--- src/rtl/fifo_wr_arb.sv ---
// Four-requester round-robin write arbiter feeding one shared FIFO, up to BURST words per grant.
// Optional macro FIFO_WR_ARB_AFULL_EN: new grants wait for !fifo_afull instead of !fifo_full.
module fifo_wr_arb #(
  parameter int WIDTH = 8,
  parameter int BURST = 4
) (
  input  logic             clk,
  input  logic             rst,
  input  logic [3:0]       req,
  input  logic [WIDTH-1:0] dat0,
  input  logic [WIDTH-1:0] dat1,
  input  logic [WIDTH-1:0] dat2,
  input  logic [WIDTH-1:0] dat3,
  output logic [3:0]       ack,
  output logic             fifo_wr_en,
  output logic [WIDTH-1:0] fifo_wr_dat,
  input  logic             fifo_full,
  input  logic             fifo_afull,
  output logic             gnt_vld,
  output logic [1:0]       gnt_id
);

  localparam int CW = $clog2(BURST + 1);
  localparam logic [CW-1:0] LAST_BEAT = CW'(BURST - 1);
  localparam logic [0:0] ST_IDLE  = 1'b0;
  localparam logic [0:0] ST_GRANT = 1'b1;

  logic [0:0]       r_state;
  logic [1:0]       r_last;
  logic [1:0]       r_gnt_id;
  logic [CW-1:0]    r_cnt;

  logic [0:0]       w_state_nxt;
  logic [1:0]       w_last_nxt;
  logic [1:0]       w_gnt_id_nxt;
  logic [CW-1:0]    w_cnt_nxt;
  logic             w_start;
  logic             w_grant;
  logic             w_req_cur;
  logic             w_wr_en;
  logic [WIDTH-1:0] w_dat_sel;

  // First set request bit found searching upward from last+1, wrapping mod 4.
  function automatic logic [1:0] rr_pick(input logic [3:0] req_v, input logic [1:0] last_v);
    logic [1:0] idx;
    logic [1:0] pick;
    logic       found;
    pick  = last_v;
    found = 1'b0;
    for (int k = 1; k <= 4; k++) begin
      idx = last_v + 2'(k);
      if (!found && req_v[idx]) begin
        pick  = idx;
        found = 1'b1;
      end
    end
    return pick;
  endfunction

`ifdef FIFO_WR_ARB_AFULL_EN
  assign w_start = !fifo_afull;
`else
  // fifo_afull has no effect in this build; the AND with zero only marks it as consumed.
  assign w_start = !fifo_full | (fifo_afull & 1'b0);
`endif

  assign w_grant   = (r_state == ST_GRANT);
  assign w_req_cur = req[r_gnt_id];
  assign w_wr_en   = w_grant & w_req_cur & !fifo_full & !rst;

  always_comb begin
    w_dat_sel = '0;
    case (r_gnt_id)
      2'd0:    w_dat_sel = dat0;
      2'd1:    w_dat_sel = dat1;
      2'd2:    w_dat_sel = dat2;
      2'd3:    w_dat_sel = dat3;
      default: w_dat_sel = '0;
    endcase
  end

  always_comb begin
    w_state_nxt  = r_state;
    w_last_nxt   = r_last;
    w_gnt_id_nxt = r_gnt_id;
    w_cnt_nxt    = r_cnt;
    case (r_state)
      ST_IDLE: begin
        if ((req != 4'b0000) && w_start) begin
          w_gnt_id_nxt = rr_pick(req, r_last);
          w_cnt_nxt    = '0;
          w_state_nxt  = ST_GRANT;
        end else begin
          w_state_nxt = ST_IDLE;
        end
      end
      ST_GRANT: begin
        if (!w_req_cur) begin
          w_state_nxt = ST_IDLE;
          w_last_nxt  = r_gnt_id;
        end else if (w_wr_en) begin
          w_cnt_nxt = r_cnt + CW'(1);
          if (r_cnt == LAST_BEAT) begin
            w_state_nxt = ST_IDLE;
            w_last_nxt  = r_gnt_id;
          end else begin
            w_state_nxt = ST_GRANT;
          end
        end else begin
          // Full FIFO with the owner still requesting: hold everything.
          w_state_nxt = ST_GRANT;
        end
      end
      default: begin
        w_state_nxt = ST_IDLE;
      end
    endcase
  end

  always_ff @(posedge clk or posedge rst) begin
    if (rst) begin
      r_state  <= ST_IDLE;
      r_last   <= 2'd3;
      r_gnt_id <= 2'd0;
      r_cnt    <= '0;
    end else begin
      r_state  <= w_state_nxt;
      r_last   <= w_last_nxt;
      r_gnt_id <= w_gnt_id_nxt;
      r_cnt    <= w_cnt_nxt;
    end
  end

  assign gnt_vld     = w_grant;
  assign gnt_id      = r_gnt_id;
  assign fifo_wr_en  = w_wr_en;
  assign fifo_wr_dat = w_grant ? w_dat_sel : '0;
  assign ack         = w_wr_en ? (4'b0001 << r_gnt_id) : 4'b0000;

endmodule

--- config.mk ---
export PLATFORM = sky130hd
export DESIGN_NAME = fifo_wr_arb
export DESIGN_NICKNAME = d
export VERILOG_FILES = /design/src/rtl/fifo_wr_arb.sv
export SDC_FILE = /design/constraint.sdc
export NUM_CORES = 1
export LEC_CHECK = 0
export ABC_AREA = 0
export CAP_MARGIN = 40
export CORE_MARGIN = 2
export CORE_UTILIZATION = 36
export CTS_BUF_LIST = sky130_fd_sc_hd__clkbuf_4 sky130_fd_sc_hd__clkbuf_8
export DETAILED_ROUTE_END_ITERATION = 10
export HOLD_SLACK_MARGIN = 0.02
export PLACE_DENSITY = 0.85
export REMOVE_ABC_BUFFERS = 1
export SETUP_SLACK_MARGIN = 0.02
export SKIP_CTS_REPAIR_TIMING = 1
export SLEW_MARGIN = 20
export SYNTH_ARGS = -nofsm -noshare
export SYNTH_HDL_FRONTEND = slang
export SYNTH_SLANG_ARGS = --single-unit
--- constraint.sdc ---
create_clock -name clk -period 1.95 [get_ports clk]
set_input_delay 0.585 -clock clk [delete_from_list [all_inputs] [get_ports clk]]
set_output_delay 0.585 -clock clk [all_outputs]
set_load 0.01 [all_outputs]
==> impl_metrics.py <==
metrics = {
    "status": {
        "status": "finished, violations left",
        "violations": "setup timing",
    },
    "placement": {
        "hpwl_mm": 2.276,
        "port_buffers": 54,
        "place_inst": 175,
        "gp_congestion": 0.8816,
    },
    "synth": {
        "synthTopCellsByArea": "dfrtp_1, mux4_2, mux4_1",
        "synthDistinctLibCells": 32,
        "syn_inst": 82,
        "syn_avg_cell_area_sq_um": 10.01,
        "ys_seq_elements": 8,
        "synth_top_area_share_pct": 18.29,
        "seq_area_frac_synth_pct": 24.70,
        "synth.largest_area_cell": "dfrtp_1",
        "ys_warn_count": 0,
        "syn-cell-area_sq_um": 820.8,
    },
    "layout": {
        "final_cells": 186,
        "final_cell_mix": "dlymetal6s2s_1, buf_4, mux4_2",
        "nets": 202,
        "syn2layout_area_growth_pct": 104.4,
        "drive_gt1_share_pct": 44.30,
        "final_common_cell": "dlymetal6s2s_1",
        "final_core_utilization_pct": 76.58,
        "fillers": 139,
        "antennaDiodeCount": 0,
    },
    "floorplanning": {
        "die_w_um": 51.75,
        "io-pin-count": 56,
        "start_util_pct": 37.46,
        "die_area_sq_um": 2678,
        "rows": 17,
        "core_area_sq_um": 2191,
        "fp.dieH_um": 51.75,
    },
    "timing": {
        "worst_pin_slew_ns": 0.3128,
        "fin_crit_ns": 2.169,
        "maxSlewHeadroom_pct": 79.12,
        "min_period_over_period_pct": 111.2,
        "fin_ws_ns": -0.2190,
        "hold_viol": 0,
        "skew_ns": 0.01079,
        "rsz0062_at_grt": "yes",
        "setup_viol": 13,
        "max_freq_mhz": 461.0,
        "maxSlewViolCount": 0,
    },
    "power_and_ir_drop": {
        "power_per_cell_area_nw_per_um2": 1074,
        "cellLeakagePower_uw": 0.001074,
        "vdd_ir_drop_max_mv": 0.7984,
        "power_uw": 1802,
    },
    "route": {
        "viasPerCell": 5.586,
        "dr.pass1.iters": 4,
        "avgRoutedWirePerCell_um": 19.09,
        "wirelength_mm": 3.550,
        "ant_nets": 0,
        "drc": 0,
        "num_vias": 1039,
        "drt_iter0_markers": 25,
    },
    "grt": {
        "overflow": 0,
        "grt_first_pass_wirelength_mm": 4.360,
        "antenna_found_initial": 0,
        "grt_max_degree": 11,
        "track_usage_pct": 21.71,
        "grt_pass1_vias": 990,
    },
    "setup_path": {
        "cp_max_fo": 5,
        "cp.arrival_ns": 1.58,
        "critPathKind": "reg -> out",
        "worstSetupStartpointType": "flop",
        "worst_ep_required_time_ns": 1.36,
        "cp-end-kind": "primary output",
    },
    "clock_network": {
        "clockRootBuffer": "clkbuf_4",
        "cts_sinks": 8,
        "cts_buffers": 3,
        "clk_pin_slew_ns": 0.06,
        "clock_latency_ns": 0.27,
        "cts_max_level": 1,
        "cts_tree": "built",
        "cts.path.max_buffers": 2,
    },
    "flow_run": {
        "drv_cap": 0,
    },
    "worst_hold_path": {
        "hold_path.class": "in -> async",
    },
}
-- per-layer routing --
metal / track usage, % / vias up / share of wire (%)
li1: - / 464 / -
met1: 24.95 / 505 / 36
met2: 38.46 / 61 / 51
met3: 5.460 / 9 / 11
met4: 8.333 / 0 / 2.1
met5: 0 / - / 0
-- flip-flops by register name, indices dropped and copies added (netlist names) --
name,cells
r_last,2
gnt_id,2
r_cnt,3
gnt_vld,1
-- final cells by class --
class | count | area, sq um | area share [%]
clock buffers | 3 | 22.52 | 1.342
inverters | 9 | 33.78 | 2.013
multi-input cells | 60 | 584.3 | 34.82
flip-flops and latches | 8 | 203.9 | 12.16
well taps | 28 | 35.03 | 2.088
repair buffers | 78 | 798.3 | 47.58
-- worst max-delay path: stages, from the launching register on --
cell and delay [ns]:
dfrtp_1 0.36, buf_4 0.17, mux4_2 0.50, and2_1 0.15, buf_2 0.14
-- cell usage after synthesis --
cell	number
nand3_1	4
dfstp_2	2
inv_1	9
o31ai_1	2
o21ai_0	4
nor2_1	3
nand2_1	5
and4_1	1
a21oi_1	2
nor3_1	3
a31oi_1	1
clkbuf_1	1
a22oi_1	2
a21o_1	2
a311o_2	1
buf_6	2
buf_2	2
or3_1	1
a221o_1	1
o221ai_1	1
ha_1	2
nor3b_1	1
o22ai_1	1
mux2i_1	2
nand2b_1	1
and2_1	8
and4bb_2	1
a221oi_1	1
mux4_1	3
dfrtp_1	6
mux4_2	6
nand2_2	1
-- where the power goes --
| group | internal (uW) | total (uW) | switching [uW] |
|---|---|---|---|
| Sequential | 250 | 328 | 78.7 |
| Combinational | 788 | 1340 | 554 |
| Clock | 70.7 | 132 | 61.2 |
| Total | 1110 | 1800 | 694 |
-- path summary, 6_finish.rpt --
| kind | cells past startpoint | endpoint | from | slack [ns] |
|---|---|---|---|---|
| setup / recovery | 4 | fifo_wr_dat[6] | gnt_id[0] | -0.22 |
| hold / removal | 2 | gnt_vld | rst | 0.26 |
| setup reg to reg | 6 | r_last[0] | r_cnt[0] | 0.39 |
| hold reg to reg | 1 | r_cnt[0] | r_cnt[0] | 0.50 |
| max in group asynchronous | 2 | r_last[0] | rst | 1.39 |
| min in group clk | 1 | r_cnt[0] | r_cnt[0] | 0.50 |
-- cell families (layout without fill, tap and decap cells) --
kind of cell / count (synthesis) / in the layout / synth area share, %
compound gates: 18 / 18 / 15.40
fa+ha+maj: 2 / 2 / 3.048
buf+inv: 14 / 90 / 8.536
flops: 8 / 8 / 24.69
mux: 11 / 11 / 28.51
simple gates: 29 / 29 / 19.82
-- through the flow --
step	area [sq um]	setup TNS, ns	hold slack (ns)	setup WS, ns
floorplan	784.5	-1.339	0.3992	-0.1769
finish	1678	-1.850	0.2625	-0.2190
detailed placement	1480	-10.26	0.4922	-0.8224
CTS	1503	-10.39	0.5049	-0.8371
global route	1678	-2.659	0.2847	-0.2920
global placement	1480	-9.842	0.4820	-0.8142
(Power assumes the default switching activity.)
